--- config.mk ---
export PLATFORM = sky130hd
export DESIGN_NAME = control_hazard_unit
export DESIGN_NICKNAME = d
export VERILOG_FILES = /design/src/rtl/ctrl_hazard_pkg.sv /design/src/rtl/control_hazard_unit_sat_counter.sv /design/src/rtl/control_hazard_unit.sv
export SDC_FILE = /design/constraint.sdc
export NUM_CORES = 1
export LEC_CHECK = 0
export ABC_CLOCK_PERIOD_IN_PS = 3100
export BUFFER_PORTS_ARGS = -buffer_cell sky130_fd_sc_hd__buf_2
export CORE_AREA = 2 2 107 109
export CTS_BUF_LIST = sky130_fd_sc_hd__clkbuf_4 sky130_fd_sc_hd__clkbuf_8
export CTS_CLUSTER_SIZE = 30
export DETAILED_ROUTE_END_ITERATION = 6
export DIE_AREA = 0 0 109 111
export PLACE_DENSITY = 0.81
export SETUP_SLACK_MARGIN = 0.02
export SLEW_MARGIN = 30
export SYNTH_ARGS = -nofsm -noshare
export SYNTH_HDL_FRONTEND = slang
export SYNTH_SLANG_ARGS = --single-unit
--- constraint.sdc ---
create_clock -name clk -period 3.1 [get_ports clk]
set_input_delay 0.155 -clock clk [delete_from_list [all_inputs] [get_ports clk]]
set_output_delay 0.155 -clock clk [all_outputs]
set_load 0.1 [all_outputs]
--- src/rtl/ctrl_hazard_pkg.sv ---
// ---------------------------------------------------------------------------
// ctrl_hazard_pkg
//   Types and helpers shared by the control-hazard unit and its counters.
//   - src_e   : redirect source. The encoding order is also the age order:
//               a larger value is an older stage and wins priority.
//   - state_e : redirect FSM states.
//   - flush_mask(): builds the per-stage squash vector for a given source.
// ---------------------------------------------------------------------------
package ctrl_hazard_pkg;

    // Upper bound on pipeline depth handled by flush_mask().
    localparam int MAX_STAGES = 32;

    typedef enum logic [1:0] {
        SRC_NONE = 2'd0,
        SRC_JMP  = 2'd1,
        SRC_BR   = 2'd2,
        SRC_TRAP = 2'd3
    } src_e;

    typedef enum logic [1:0] {
        IDLE   = 2'd0,
        PEND   = 2'd1,
        SHADOW = 2'd2
    } state_e;

    // Squash vector for a redirect from src. A trap also kills the trapping
    // instruction itself, so its mask reaches one stage further than the
    // resolve stage; branches and jumps only kill the younger stages.
    function automatic logic [MAX_STAGES-1:0] flush_mask(
        input src_e src,
        input int   jmp_stage,
        input int   br_stage,
        input int   trap_stage
    );
        int                    n;
        logic [MAX_STAGES-1:0] m;
        case (src)
            SRC_TRAP: n = trap_stage + 1;
            SRC_BR:   n = br_stage;
            SRC_JMP:  n = jmp_stage;
            default:  n = 0;
        endcase
        m = '0;
        for (int i = 0; i < MAX_STAGES; i++) begin
            m[i] = (i < n);
        end
        return m;
    endfunction

endpackage

--- src/rtl/control_hazard_unit_sat_counter.sv ---
// ---------------------------------------------------------------------------
// sat_counter
//   W-bit event counter that sticks at all-ones instead of wrapping.
//   Ports:
//     clk  in  1   clock
//     rst  in  1   synchronous reset, active-high (clears the count)
//     inc  in  1   count one event on this edge
//     cnt  out W   current count
// ---------------------------------------------------------------------------
module sat_counter
    import ctrl_hazard_pkg::*;
#(
    parameter int W = 16
) (
    input  logic         clk,
    input  logic         rst,
    input  logic         inc,
    output logic [W-1:0] cnt
);

    logic [W-1:0] cnt_q;

    always_ff @(posedge clk) begin
        if (rst) begin
            cnt_q <= '0;
        end else if (inc && (cnt_q != {W{1'b1}})) begin
            cnt_q <= cnt_q + W'(1);
        end
    end

    assign cnt = cnt_q;

endmodule

--- src/rtl/control_hazard_unit.sv ---
// ---------------------------------------------------------------------------
// control_hazard_unit
//   Arbitrates trap / taken-branch / jump redirects for the pipelined core and
//   drives a registered redirect pulse, redirect PC and per-stage flush vector
//   into IF. A redirect requested while the pipe is stalled is parked in PEND
//   until the stall drops. The cycle after an issue (SHADOW) ignores requests
//   from the issuing stage and younger, since those are wrong-path.
//   Ports:
//     clk, rst         clock / synchronous active-high reset
//     stall_i          pipeline hold; nothing issues while high
//     br_valid_i/br_taken_i/br_target_i   branch in BR_STAGE
//     jmp_valid_i/jmp_target_i            jump in JMP_STAGE
//     trap_valid_i/trap_vector_i          trap in TRAP_STAGE
//     redirect_o       one-cycle pulse: load redirect_pc_o into PC
//     redirect_pc_o    redirect target, holds last value between pulses
//     flush_o          bit i squashes stage i; non-zero only with redirect_o
//     busy_o           a redirect is parked (PEND)
//     br_cnt_o/jmp_cnt_o/trap_cnt_o       saturating issued-redirect counts
// ---------------------------------------------------------------------------
module control_hazard_unit
    import ctrl_hazard_pkg::*;
#(
    parameter int XLEN       = 32,
    parameter int NUM_STAGES = 5,
    parameter int JMP_STAGE  = 1,
    parameter int BR_STAGE   = 2,
    parameter int TRAP_STAGE = 3,
    parameter int CNT_W      = 16
) (
    input  logic                  clk,
    input  logic                  rst,
    input  logic                  stall_i,
    input  logic                  br_valid_i,
    input  logic                  br_taken_i,
    input  logic [XLEN-1:0]       br_target_i,
    input  logic                  jmp_valid_i,
    input  logic [XLEN-1:0]       jmp_target_i,
    input  logic                  trap_valid_i,
    input  logic [XLEN-1:0]       trap_vector_i,
    output logic                  redirect_o,
    output logic [XLEN-1:0]       redirect_pc_o,
    output logic [NUM_STAGES-1:0] flush_o,
    output logic                  busy_o,
    output logic [CNT_W-1:0]      br_cnt_o,
    output logic [CNT_W-1:0]      jmp_cnt_o,
    output logic [CNT_W-1:0]      trap_cnt_o
);

    // ---------------- registered state ----------------
    state_e                  state_q;
    src_e                    last_src_q;   // source issued on the previous edge
    src_e                    pend_src_q;
    logic [XLEN-1:0]         pend_tgt_q;
    logic                    redirect_q;
    logic [XLEN-1:0]         redirect_pc_q;
    logic [NUM_STAGES-1:0]   flush_q;

    // ---------------- next-state / combinational ----------------
    state_e                  state_d;
    src_e                    pend_src_d;
    logic [XLEN-1:0]         pend_tgt_d;
    logic [NUM_STAGES-1:0]   flush_d;

    logic                    br_req;
    src_e                    floor_src;    // sources at or below this are masked
    src_e                    cand_src;
    logic [XLEN-1:0]         cand_tgt;
    src_e                    pend_eff_src;
    logic [XLEN-1:0]         pend_eff_tgt;
    src_e                    issue_src;    // SRC_NONE when nothing issues this edge
    logic [XLEN-1:0]         issue_tgt;
    logic [MAX_STAGES-1:0]   issue_mask;

    always_comb begin
        br_req = br_valid_i & br_taken_i;

        // In SHADOW only strictly older sources than the one just issued may
        // be accepted; elsewhere nothing is masked.
        floor_src = (state_q == SHADOW) ? last_src_q : SRC_NONE;

        // Oldest-stage-first priority encoder over the unmasked requests.
        cand_src = SRC_NONE;
        cand_tgt = jmp_target_i;
        if (trap_valid_i && (SRC_TRAP > floor_src)) begin
            cand_src = SRC_TRAP;
            cand_tgt = trap_vector_i;
        end else if (br_req && (SRC_BR > floor_src)) begin
            cand_src = SRC_BR;
            cand_tgt = br_target_i;
        end else if (jmp_valid_i && (SRC_JMP > floor_src)) begin
            cand_src = SRC_JMP;
            cand_tgt = jmp_target_i;
        end

        // While parked, only a trap can displace the latched redirect. This
        // also applies on the release cycle, so a trap arriving as the stall
        // drops is issued instead of the younger wrong-path redirect.
        pend_eff_src = pend_src_q;
        pend_eff_tgt = pend_tgt_q;
        if (trap_valid_i && (pend_src_q != SRC_TRAP)) begin
            pend_eff_src = SRC_TRAP;
            pend_eff_tgt = trap_vector_i;
        end

        state_d    = IDLE;
        pend_src_d = pend_src_q;
        pend_tgt_d = pend_tgt_q;
        issue_src  = SRC_NONE;
        issue_tgt  = redirect_pc_q;

        case (state_q)
            PEND: begin
                if (stall_i) begin
                    state_d    = PEND;
                    pend_src_d = pend_eff_src;
                    pend_tgt_d = pend_eff_tgt;
                end else begin
                    issue_src = pend_eff_src;
                    issue_tgt = pend_eff_tgt;
                    state_d   = SHADOW;
                end
            end
            default: begin
                // IDLE and SHADOW accept identically once masking is applied.
                if (cand_src != SRC_NONE) begin
                    if (stall_i) begin
                        state_d    = PEND;
                        pend_src_d = cand_src;
                        pend_tgt_d = cand_tgt;
                    end else begin
                        issue_src = cand_src;
                        issue_tgt = cand_tgt;
                        state_d   = SHADOW;
                    end
                end
            end
        endcase

        // flush_mask(SRC_NONE) is all-zero, so flush is quiet without a pulse.
        issue_mask = flush_mask(issue_src, JMP_STAGE, BR_STAGE, TRAP_STAGE);
        flush_d    = issue_mask[NUM_STAGES-1:0];
    end

    always_ff @(posedge clk) begin
        if (rst) begin
            state_q       <= IDLE;
            last_src_q    <= SRC_NONE;
            pend_src_q    <= SRC_NONE;
            pend_tgt_q    <= '0;
            redirect_q    <= 1'b0;
            redirect_pc_q <= '0;
            flush_q       <= '0;
        end else begin
            state_q       <= state_d;
            last_src_q    <= issue_src;
            pend_src_q    <= pend_src_d;
            pend_tgt_q    <= pend_tgt_d;
            redirect_q    <= (issue_src != SRC_NONE);
            redirect_pc_q <= issue_tgt;
            flush_q       <= flush_d;
        end
    end

    // ---------------- event counters: [0]=jmp, [1]=br, [2]=trap ----------------
    logic [2:0]       cnt_inc;
    logic [CNT_W-1:0] cnt_val [3];

    assign cnt_inc = {issue_src == SRC_TRAP, issue_src == SRC_BR, issue_src == SRC_JMP};

    generate
        for (genvar gi = 0; gi < 3; gi++) begin : g_cnt
            sat_counter #(
                .W (CNT_W)
            ) u_cnt (
                .clk (clk),
                .rst (rst),
                .inc (cnt_inc[gi]),
                .cnt (cnt_val[gi])
            );
        end
    endgenerate

    assign redirect_o    = redirect_q;
    assign redirect_pc_o = redirect_pc_q;
    assign flush_o       = flush_q;
    assign busy_o        = (state_q == PEND);
    assign jmp_cnt_o     = cnt_val[0];
    assign br_cnt_o      = cnt_val[1];
    assign trap_cnt_o    = cnt_val[2];

endmodule

==> metrics.md, run 1 <==
| Metric | Value |
|---|---|
| Num Clock Sinks | `~120` |
| Latest clock arrival within the worst-skew pair | `0.42 ns` |
| Cell Area, Synth | `0.00558 mm2` |
| Fin. Hold Viols | `0` |
| Met3 routed WL | `954 um` |
| Clk root buf | `clkbuf_8` |
| Unique masters post-synth | `53` |
| Die area | `around 0.012 mm2` |
| Final-layout fill cell count | `985` |
| CTS max path bufs | `2` |
| Initial antenna violation count | `1` |
| RSZ-0062 raised after global routing | `no` |
| Initial DRC Count | `342` |
| Final ANT Viol Nets | `0` |
| Most frequent cells in the layout | `buf_2, dfxtp_1, nand2_1, nor2_1, and3_1` |
| Worst EP required | `between 3 and 4 ns` |
| Share of cells above drive strength 1 | `0.301` |
| DRC Markers | `0` |
| Layout area overhead | `26.1%` |
| Initial Util | `0.504` |
| Most common cell after layout, fill and taps aside | `buf_2` |
| Crit path capture type | `flip-flop` |
| Max layer used | `met4` |
| Net Count, Synth | `about 730` |
| Worst R2R Start | `state_q[0]` |
| CP startpoint | `state_q[0]` |
| P per Cell Area | `around 560 mW/mm2` |
| Worst r2r dst | `g_cnt[0].u_cnt.cnt[14]` |
| Max Cap Viol | `0` |
| Net Sw Frac | `0.310` |
| Placement Cell Area | `between 0.006 and 0.007 mm2` |
| Vias in the first global route | `about 5.1k` |
| VDD IR max | `0.327 mV` |
| Area of the multi-input gates | `slightly below 0.003 mm2` |
| Status | `completed` |
| Num rows | `39` |
| Final setup fails | `0` |
| Worst Setup EP | `g_cnt[0].u_cnt.cnt[14]` |
| Final min period | `between 2 and 3 ns` |
| Fin Clk Skew | `0.00632 ns` |
| Internal cell power | `approximately 2.7 mW` |
| Seq/Total Area, Yosys | `0.438` |
| Number of port buffers | `189` |
| CTS tree | `done` |
| Drt wl/cell | `16.0 um` |
| Leakage | `between 3 and 4 nW` |
| Pre-antenna DRT Iters | `5` |
| Core area | `~0.011 mm2` |
| Worst Hold Class | `input port to flip-flop` |
| Comb pwr share | `0.195` |
| Synth warn | `0` |
| Io pins | `190` |
| Syn Area/Cell | `~9 um2` |
| Post-Route M1 WL | `6.51 mm` |
| Setup_tns | `0 ns` |
| Sequential cell area | `0.00244 mm2` |
| Critical path type | `flip-flop to flip-flop` |
| DR vias | `approximately 5.5k` |
| Placer congestion estimate | `approximately 0.9` |
| Vias per cell | `5.73` |
| CP Launch Type | `flip-flop` |
| Sequential share of power | `0.432` |
| Switch Pwr | `approximately 1.2 mW` |
| Fmax | `between 0.3 and 0.4 GHz` |
| Post-DP HPWL | `roughly 11 mm` |
| Met2 wire len | `~7.5 mm` |
| Final Cell Area | `approximately 0.007 mm2` |
| Clock transition at the registers of the reported paths | `0.07 ns` |
| Worst-path fanout max | `7` |
| H-tree depth | `4` |
| Post-CTS setup buffer count | `0` |
| Cell count after synthesis | `618` |
| Relative slew margins | `0.358` |
| Grt ovf | `0` |
| CP arrival | `3.13 ns` |
| Crit share post-route | `0.917` |
| First-pass GRT wire length | `between 20 and 25 mm` |
| Final slew viol count | `0` |
| Total Wirelength | `approximately 15 mm` |
| Total GRT Usage | `0.251` |
| Nets@finish | `a little over 900` |
| Slew @ Worst Pin | `0.963 ns` |
| Die Wd | `109 um` |
| Worst r2r path cells | `11` |
| Number of synthesized register bits | `roughly 120` |
| Clock power share | `0.372` |
| Largest net degree at the start of global routing | `54` |
| R2R Setup Slk | `~0.26 ns` |
| Die height | `~110 um` |
| CTS Buf Count | `17` |
## critical path: stages, from the launching register on
cell and delay (ns):
dfxtp_1 0.38, and3b_1 0.26, a2bb2oi_4 0.19, nor2_1 0.08
or3_1 0.42, inv_1 0.11, ha_1 0.29, and3_1 0.25
nor2b_1 0.27, nand3_1 0.11, nor4b_1 0.28, nor3_1 0.07
## cell families (layout without fill, tap and decap cells)
| group | Yosys count | in the layout | share of synthesized area |
|---|---|---|---|
| AOI/OAI and AO/OA | 165 | 165 | 0.232 |
| xor gates and xnor gates | 35 | 35 | 0.0550 |
| adders and majority gates | 7 | 7 | 0.0157 |
| buffers and inverters | 55 | 244 | 0.0426 |
| DFF | 122 | 122 | 0.438 |
| muxes | 2 | 2 | 0.00359 |
| other | 0 | 1 | 0 |
| and+or+nand+nor | 232 | 232 | 0.213 |
## worst min-delay path by stage
stage	from	endpoint	slack, ns	cells after the start
2_1_floorplan	rst	g_cnt[0].u_cnt.cnt[12]	0.34	2
3_3_place_gp	rst	pend_src_q[0]	0.43	2
3_5_place_dp	pend_tgt_q[31]	pend_tgt_q[31]	0.44	2
4_1_cts	trap_vector_i[14]	pend_tgt_q[14]	0.07	3
5_1_grt	trap_vector_i[14]	pend_tgt_q[14]	0.09	3
6_report	trap_vector_i[14]	pend_tgt_q[14]	0.09	3
## power by group through the flow
stage / registers (mW) / clock network [mW] / logic [mW]
finish: 1.71 / 1.47 / 0.773
global placement: 1.74 / 0 / 0.758
CTS: 1.71 / 1.51 / 0.774
global route: 1.72 / 1.57 / 0.819
floorplan: 2.06 / 0 / 0.270
detailed placement: 1.74 / 0 / 0.770
## cells in the mapped netlist (all sizes together)
cell / count / share of area
clkbuf: 21 / 0.014
dfxtp: 122 / 0.44
and4: 6 / 0.0094
a41oi: 1 / 0.0016
mux2i: 2 / 0.0036
or2: 1 / 0.0011
nand2: 54 / 0.037
nand3: 22 / 0.021
o211a: 1 / 0.0018
ha: 7 / 0.016
nand4: 12 / 0.015
and3b: 1 / 0.0016
o311a: 1 / 0.0018
o21a: 2 / 0.0027
nor4: 6 / 0.0067
nand4b: 1 / 0.0016
nand2b: 1 / 0.0011
o2bb2ai: 32 / 0.050
or3: 6 / 0.0067
nor4b: 2 / 0.0031
buf: 21 / 0.020
nor3: 18 / 0.016
o2111ai: 3 / 0.0047
o22ai: 2 / 0.0022
o211ai: 5 / 0.0067
xor2: 20 / 0.031
nor2: 52 / 0.036
and2: 4 / 0.0045
a2bb2oi: 1 / 0.0016
a31oi: 3 / 0.0034
a211oi: 3 / 0.0049
and4b: 1 / 0.0018
nor2b: 3 / 0.0034
xnor2: 15 / 0.024
and3: 39 / 0.044
o21ai: 39 / 0.037
o221ai: 32 / 0.050
a211o: 32 / 0.050
a21oi: 6 / 0.0054
o41ai: 2 / 0.0079
inv: 13 / 0.0087
or4: 2 / 0.0027
nand3b: 1 / 0.0013
## what timing repair did
action	4_1_cts	5_1_grt
setup endpoints to repair	0	0
gates resized for setup	0	0
hold buffers	1	0
endpoints found under the hold margin	1	0
## through the flow
| stage | utilization | power [mW] | hold WS, ns | cells | setup WS [ns] |
|---|---|---|---|---|---|
| 6_report | 0.635 | 3.96 | 0.0936 | 951 | 0.256 |
| 5_1_grt | 0.635 | 4.11 | 0.0947 | 951 | 0.0380 |
| 4_1_cts | 0.635 | 3.99 | 0.0712 | 950 | 0.265 |
| 2_1_floorplan | - | 2.33 | 0.336 | 618 | 0.0714 |
| 3_3_place_gp | 0.596 | 2.50 | 0.429 | 918 | 0.450 |
| 3_5_place_dp | 0.597 | 2.52 | 0.441 | 918 | 0.322 |
## routing by layer
| metal | up-vias | global-route usage |
|---|---|---|
| met5 | - | 0 |
| met4 | 0 | 0.0983 |
| met3 | 22 | 0.0523 |
| met2 | 188 | 0.417 |
| met1 | 2580 | 0.314 |
| li1 | 2660 | - |
## area by class of cell
| type | count | area share |
|---|---|---|
| Multi-Input combinational cell | 441 | 0.415 |
| Sequential cell | 122 | 0.347 |
| Timing Repair Buffer | 200 | 0.147 |
| Clock buffer | 23 | 0.0423 |
| Tap cell | 143 | 0.0254 |
| Clock inverter | 8 | 0.0167 |
| Inverter | 13 | 0.00694 |
| Antenna cell | 1 | 0.000356 |
## sequential cells by signal, summed over array words and instances (netlist names)
register,cells
flush_o,3
g_cnt.u_cnt.cnt,48
last_src_q,2
pend_src_q,2
pend_tgt_q,32
redirect_o,1
redirect_pc_o,32
state_q,2
Note: power is estimated with default switching activity, not from simulation.
==> run 2: changes to the inputs <==
--- a/config.mk
+++ b/config.mk
@@ -6,7 +6,7 @@
 export NUM_CORES = 1
 export LEC_CHECK = 0
 export ABC_CLOCK_PERIOD_IN_PS = 3100
-export BUFFER_PORTS_ARGS = -buffer_cell sky130_fd_sc_hd__buf_2
+export BUFFER_PORTS_ARGS = -buffer_cell sky130_fd_sc_hd__buf_4
 export CORE_AREA = 2 2 107 109
 export CTS_BUF_LIST = sky130_fd_sc_hd__clkbuf_4 sky130_fd_sc_hd__clkbuf_8
 export CTS_CLUSTER_SIZE = 30
==> run 2 against run 1 <==
Against the previous run:
- wire length increased by 3.1%
- die area unchanged
- sequential share of layout area decreased by 2.2 points
- first-iteration DRC count increased by 14%
- non-clock buffer count increased by 2
- highest routed layer unchanged
- maximum frequency increased by 1.1%
- critical path depth unchanged
- total power decreased by 0.17%
- worst hold slack improved by 0.0067 ns
==> metrics.md, run 2 (synthesized netlist as in run 1, its figures left out) <==
| Metric | Value |
|---|---|
| Clock power share | `0.353 (-0.019)` |
| Initial antenna violation count | `0 (-1)` |
| Placer congestion estimate | `0.954 (+4.1%)` |
| Total GRT Usage | `0.256 (+0.00521)` |
| Pre-antenna DRT Iters | `5 (unchanged)` |
| Placed cells | `920 (+0.22%)` |
| Worst Hold Class | `input port to flip-flop` |
| Grt ovf | `0 (unchanged)` |
| Die Wd | `109 um (unchanged)` |
| Nets@finish | `907 (+0.22%)` |
| CP Launch Type | `flip-flop` |
| Comb pwr share | `0.214 (+0.019)` |
| Max Cap Viol | `0 (unchanged)` |
| Leakage | `3.25 nW (+3.0%)` |
| DRC Markers | `0 (unchanged)` |
| Total Wirelength | `15.7 mm (+3.1%)` |
| Initial DRC Count | `391 (+14%)` |
| Worst-path fanout max | `7 (unchanged)` |
| Vias per cell | `5.86 (+2.2%)` |
| DR vias | `5580 (+2.4%)` |
| Final-layout fill cell count | `902 (-8.4%)` |
| Relative slew margins | `0.527 (+0.169)` |
| Fin. Hold Viols | `0 (unchanged)` |
| Largest register FFs | `48 (unchanged)` |
| Crit share post-route | `0.907 (-0.00978)` |
| Drt wl/cell | `16.5 um (+2.9%)` |
| First-pass GRT wire length | `24.8 mm (+2.4%)` |
| Clock transition at the registers of the reported paths | `0.07 ns (about the same)` |
| RSZ-0062 raised after global routing | `no` |
| Post-DP HPWL | `11.1 mm (+5.4%)` |
| Net Sw Frac | `0.309 (-0.000448)` |
| CTS max path bufs | `2 (unchanged)` |
| Worst EP required | `3.38 ns (about the same)` |
| Antenna Cells | `0 (-1)` |
| Final Worst Setup Slack | `0.287 ns (+0.0303 ns)` |
| Number of port buffers | `189 (unchanged)` |
| Latest clock arrival within the worst-skew pair | `0.42 ns (about the same)` |
| Final Non-Filler Cells | `953 (+0.21%)` |
| Io pins | `190 (unchanged)` |
| Status | `completed` |
| Internal cell power | `2.73 mW (-0.11%)` |
| Final slew viol count | `0 (unchanged)` |
| P per Cell Area | `526 mW/mm2 (-6.5%)` |
| Clk root buf | `clkbuf_8` |
| Hold WS | `0.100 ns (+0.00675 ns)` |
| Fmax | `0.355 GHz (+1.1%)` |
| Sequential share of power | `0.433 (about the same)` |
| Num rows | `39 (unchanged)` |
| Initial Util | `0.504 (unchanged)` |
| Final Cell Area | `0.00751 mm2 (+6.7%)` |
| Setup_tns | `0 ns (unchanged)` |
| CTS Buf Count | `17 (unchanged)` |
| Fin Clk Skew | `0.0107 ns (+0.00436 ns)` |
| Design Power | `3.95 mW (-0.17%)` |
| Slew @ Worst Pin | `0.708 ns (-0.255 ns)` |
| Vias in the first global route | `5219 (+2.6%)` |
| Final setup fails | `0 (unchanged)` |
| CP arrival | `3.09 ns (-0.04 ns)` |
| Final ANT Viol Nets | `0 (unchanged)` |
| H-tree depth | `4 (unchanged)` |
| Placement Cell Area | `0.00709 mm2 (+7.4%)` |
| Largest net degree at the start of global routing | `58 (+7.4%)` |
| Critical path type | `flip-flop to flip-flop` |
| Worst R2R Start | `state_q[0]` |
| Crit path capture type | `flip-flop` |
| Most frequent cells in the layout | `buf_4, dfxtp_1, nand2_1, nor2_1, and3_1` |
| Final min period | `2.81 ns (-0.0303 ns)` |
| Share of cells above drive strength 1 | `0.305 (+0.00382)` |
| Post-Route Utilization | `0.678 (+0.0428)` |
| Die area | `0.0121 mm2 (unchanged)` |
| Pre-CTS setup slack | `0.298 ns (-0.0240 ns)` |
| Die height | `111 um (unchanged)` |
| Layout area overhead | `34.6%` |
| Hold path start | `trap_vector_i[20]` |
| Switch Pwr | `1.22 mW (-0.32%)` |
| Most common cell after layout, fill and taps aside | `buf_4` |
| Num Clock Sinks | `122 (unchanged)` |
| VDD IR max | `0.332 mV (+1.5%)` |
| Core area | `0.0111 mm2 (unchanged)` |
| CP startpoint | `state_q[0]` |
| CTS tree | `done` |
[run 2: cell count changes in the layout (fill, tap and decap cells not counted), sizes merged]
cell and change:
clkbuf +1, clkinv +1, bufinv -1, buf +3
diode -1, dlygate4sd3 -1
[run 2: power by group through the flow]
stage / registers [mW] / logic (mW) / clock network (mW)
detailed placement: 1.75 / 0.839 / 0
global route: 1.72 / 0.890 / 1.50
finish: 1.71 / 0.845 / 1.39
CTS: 1.71 / 0.842 / 1.42
global placement: 1.74 / 0.826 / 0
floorplan: 2.06 / 0.270 / 0
[run 2: area by class of cell]
cell class | count | area [um2] | share of cell area
multi-input combinational | 441 | 2920 | 0.389
tap | 143 | 179 | 0.0238
sequential | 122 | 2440 | 0.325
clock inverter | 8 | 92.6 | 0.0123
inverter | 13 | 48.8 | 0.00650
clock buffer | 24 | 305 | 0.0407
timing repair buffer | 202 | 1520 | 0.203
[run 2: metal layers]
| layer | vias to the layer above | wire length, um | GRT usage |
|---|---|---|---|
| li1 | 2669 | - | - |
| met1 | 2649 | 6510 | 0.315 |
| met2 | 225 | 7700 | 0.427 |
| met3 | 37 | 1010 | 0.0511 |
| met4 | 0 | 510 | 0.114 |
| met5 | - | 0 | 0 |
[run 2: path summary, 6_finish.rpt]
check | endpoint | slack (ns) | cells past startpoint
max | g_cnt[0].u_cnt.cnt[14] | 0.29 | 11
min | redirect_pc_o[20] | 0.10 | 3
max reg2reg | g_cnt[0].u_cnt.cnt[14] | 0.29 | 11
min reg2reg | pend_tgt_q[3] | 0.45 | 2
[run 2: what timing repair did]
action | 4_1_cts | 5_1_grt
resized for setup | 0 | 1
hold endpoints to repair | 0 | 0
hold buffers | 0 | 0
setup buffers | 0 | 0
endpoints found under the setup margin | 0 | 1
[run 2: critical path, cell delays in order, from the launching register on]
cell and delay, ns:
dfxtp_1 0.38, and3b_1 0.26, a2bb2oi_4 0.18, nor2_1 0.08
or3_1 0.42, inv_1 0.11, ha_2 0.25, and3_1 0.23
nor2b_1 0.27, nand3_1 0.12, nor4b_1 0.30, nor3_1 0.08
==> run 3: changes to the inputs <==
--- a/config.mk
+++ b/config.mk
@@ -7,14 +7,15 @@
 export LEC_CHECK = 0
 export ABC_CLOCK_PERIOD_IN_PS = 3100
 export BUFFER_PORTS_ARGS = -buffer_cell sky130_fd_sc_hd__buf_4
-export CORE_AREA = 2 2 107 109
+export CORE_AREA = 2 2 113 115
 export CTS_BUF_LIST = sky130_fd_sc_hd__clkbuf_4 sky130_fd_sc_hd__clkbuf_8
 export CTS_CLUSTER_SIZE = 30
 export DETAILED_ROUTE_END_ITERATION = 6
-export DIE_AREA = 0 0 109 111
-export PLACE_DENSITY = 0.81
+export DIE_AREA = 0 0 115 117
+export PLACE_DENSITY = 0.82
 export SETUP_SLACK_MARGIN = 0.02
 export SLEW_MARGIN = 30
 export SYNTH_ARGS = -nofsm -noshare
 export SYNTH_HDL_FRONTEND = slang
+export SYNTH_HIERARCHICAL = 1
 export SYNTH_SLANG_ARGS = --single-unit
==> run 3 against run 2 <==
Against the previous run:
- core utilization rose by 0.15 points
- sequential power increased by 2%
- clock power grew 20%
- synthesized cell count is 18% higher
- critical path type unchanged
==> metrics.md, run 3 <==
| Metric | Value |
|---|---|
| Final-layout fill cell count | `1004 (+11%)` |
| Vias per cell | `6.33 (+8.1%)` |
| Worst EP required | `3.43 ns (+0.05 ns)` |
| Internal cell power | `3.07 mW (+12%)` |
| Io pins | `190 (unchanged)` |
| Post-synth top flop | `dfxtp_1` |
| Status | `completed` |
| Worst-path fanout max | `11 (+4)` |
| Total Wirelength | `19.2 mm (+22%)` |
| Vias in the first global route | `6221 (+19%)` |
| Die height | `117 um (+5.4%)` |
| CP Launch Type | `flip-flop` |
| Sequential cell area | `0.00242 mm2 (-0.82%)` |
| DR vias | `6680 (+20%)` |
| Share of cells above drive strength 1 | `0.294 (-0.0110)` |
| Clock power share | `0.367 (+0.014)` |
| Number of synthesized register bits | `121 (-0.82%)` |
| Largest net degree at the start of global routing | `40 (-31%)` |
| Asr flop ratio synth | `0 (unchanged)` |
| Synth cell count leaders | `dfxtp_1, inv_1, o32ai_1` |
| Worst Hold Class | `input port to flip-flop` |
| Critical path type | `flip-flop to flip-flop` |
| H-tree depth | `4 (unchanged)` |
| Seq/Total Area, Yosys | `0.372 (-0.0656)` |
| Max Cap Viol | `0 (unchanged)` |
| Post-Route M1 WL | `8.00 mm (+23%)` |
| Hold WS | `0.0686 ns (-0.0317 ns)` |
| Crit-path slowest cell | `dfxtp_1` |
| CTS tree | `done` |
| RSZ-0062 raised after global routing | `no` |
| CP Cell Sequence | `nand4b_2, and2_1, o21ai_0, ha_1, nand2_1, nor4bb_1, mux2_2` |
| Final slew viol count | `0 (unchanged)` |
| Initial antenna violation count | `0 (unchanged)` |
| Buffers & Inverters on Critical Path | `0 (-1)` |
| Max incr delay on CP | `0.44 ns (+0.02 ns)` |
| CTS Buf Count | `17 (unchanged)` |
| Synth warn | `6 (+6)` |
| Total GRT Usage | `0.277 (+0.0209)` |
| Post-CTS resize count | `0 (unchanged)` |
| CP arrival | `3.14 ns (+0.05 ns)` |
| Comb pwr share | `0.249 (+0.035)` |
| Final setup fails | `0 (unchanged)` |
| Placer congestion estimate | `0.903 (-5.3%)` |
| Nets@finish | `1003 (+11%)` |
| Net Sw Frac | `0.326 (+0.0174)` |
| Clock transition at the registers of the reported paths | `0.07 ns (about the same)` |
| Fmax | `0.356 GHz (about the same)` |
| Cell Area, Synth | `0.00651 mm2 (+17%)` |
| Cell count after synthesis | `729 (+18%)` |
| Top cell family by delay on the critical path | `simple AND/OR/NAND/NOR gates` |
| Yosys top cell area share | `0.372 (-0.0656)` |
| EDFF count, synth | `0 (unchanged)` |
| Met3 routed WL | `1.04 mm (+2.7%)` |
| Clk root buf | `clkbuf_8` |
| Pre-antenna DRT Iters | `5 (unchanged)` |
| Post-DP HPWL | `13.2 mm (+19%)` |
| Antenna Cells | `0 (unchanged)` |
| Initial DRC Count | `645 (+65%)` |
| Relative slew margins | `0.478 (-0.0487)` |
| Die area | `0.0135 mm2 (+11%)` |
| Design Power | `4.55 mW (+15%)` |
| Fin. Hold Viols | `0 (unchanged)` |
| Sequential share of power | `0.384 (-0.049)` |
| Slew @ Worst Pin | `0.777 ns (+0.0694 ns)` |
| Largest register FFs | `48 (unchanged)` |
| Crit share post-route | `0.907 (about the same)` |
| P per Cell Area | `544 mW/mm2 (+3.4%)` |
| VDD IR max | `0.385 mV (+16%)` |
| Unique masters post-synth | `57 (+7.5%)` |
| Num rows | `41 (+5.1%)` |
| Core area | `0.0123 mm2 (+11%)` |
| Fin Clk Skew | `0.00705 ns (-0.00363 ns)` |
| Setup_tns | `0 ns (unchanged)` |
| Crit path capture type | `flip-flop` |
| Most common cell after layout, fill and taps aside | `buf_4` |
| Most frequent cells in the layout | `buf_4, dfxtp_1, inv_1, o32ai_1, or3_1` |
| Initial Util | `0.528 (+0.0249)` |
| First-pass GRT wire length | `29.8 mm (+20%)` |
| Drt wl/cell | `18.2 um (+11%)` |
| Max layer used | `met4` |
| Area of the multi-input gates | `0.00346 mm2 (+19%)` |
| Final min period | `2.81 ns (-0.00125 ns)` |
| Leakage | `3.34 nW (+2.9%)` |
| CTS max path bufs | `2 (unchanged)` |
| Switch Pwr | `1.49 mW (+22%)` |
| Number of port buffers | `189 (unchanged)` |
| Met2 wire len | `9.72 mm (+26%)` |
| Most frequent cell after synthesis | `dfxtp_1` |
| Synth area leaders | `dfxtp_1, o32ai_1, inv_1` |
| Latest clock arrival within the worst-skew pair | `0.44 ns (+0.02 ns)` |
| Syn Area/Cell | `8.92 um2 (-1.1%)` |
| Layout area overhead | `28.6%` |
| Die Wd | `115 um (+5.5%)` |
| Num Clock Sinks | `121 (-0.82%)` |
| Grt ovf | `0 (unchanged)` |
| Final ANT Viol Nets | `0 (unchanged)` |
| DRC Markers | `0 (unchanged)` |
| Net Count, Synth | `839 (+15%)` |
| Synth area leader | `dfxtp_1` |
run 3: cell count changes after synthesis, moves of 33 or more:
cell / delta
inv_1: +66
nand2_1: -33
o32ai_1: +59
or3_1: +35
run 3: cell type report:
type	instances	area share
Multi-Input combinational cell	473	0.414
Sequential cell	121	0.290
Timing Repair Buffer	201	0.182
Clock buffer	23	0.0363
Inverter	79	0.0360
Tap cell	150	0.0224
Clock inverter	8	0.0197
run 3: kinds of logic after synthesis:
group	count (synthesis)	share of synthesized area
xor gates and xnor gates	6	0.00808
buffers and inverters	135	0.0958
DFF	121	0.372
muxes	6	0.00981
and+or+nand+nor	238	0.232
AOI/OAI and AO/OA	216	0.268
adders and majority gates	7	0.0135
run 3: timing repair:
item / 4_1_cts / 5_1_grt
hold endpoints to repair: 1 / 0
buffers inserted: 0 / 0
hold buffers: 1 / 0
endpoints found under the setup margin: 0 / 0
run 3: path summary, 6_finish.rpt:
kind                            cells past startpoint            from                endpoint  slack, ns
worst min register to register                      2  pend_tgt_q[30]          pend_tgt_q[30]       0.46
worst min-delay path                                2             rst   g_cnt[2].u_cnt/cnt[4]       0.07
worst max-delay path                                7      state_q[1]  g_cnt[0].u_cnt/cnt[11]       0.29
worst max register to register                      7      state_q[1]  g_cnt[0].u_cnt/cnt[11]       0.29
run 3: per-stage QoR:
stage | instances | instance area [um2] | setup WS (ns) | utilization
3_5_place_dp | 1023 | 7890 | 0.357 | 0.641
5_1_grt | 1055 | 8370 | 0.0710 | 0.679
4_1_cts | 1055 | 8370 | 0.328 | 0.679
6_report | 1055 | 8370 | 0.288 | 0.679
3_3_place_gp | 1023 | 7890 | 0.517 | 0.641
2_1_floorplan | 729 | 6510 | 0.644 | -
run 3: power by group through the flow:
| stage | Sequential, mW | Clock [mW] | Combinational, mW |
|---|---|---|---|
| floorplan | 2.17 | 0 | 0.429 |
| global placement | 1.77 | 0 | 1.10 |
| detailed placement | 1.78 | 0 | 1.12 |
| CTS | 1.74 | 1.69 | 1.13 |
| global route | 1.76 | 1.76 | 1.19 |
| finish | 1.75 | 1.67 | 1.14 |
run 3: metal layers:
layer / track usage / vias to the layer above
met5: 0 / -
met4: 0.135 / 0
met3: 0.0525 / 46
met2: 0.463 / 289
met1: 0.345 / 3203
li1: - / 3142
run 3: worst register-to-register path, stage by stage, from the launching register on:
cell and delay, ns:
dfxtp_1 0.44, nand4b_2 0.23, and2_1 0.23, o21ai_0 0.40, ha_1 0.39, nand2_1 0.28
nor4bb_1 0.37, mux2_2 0.37
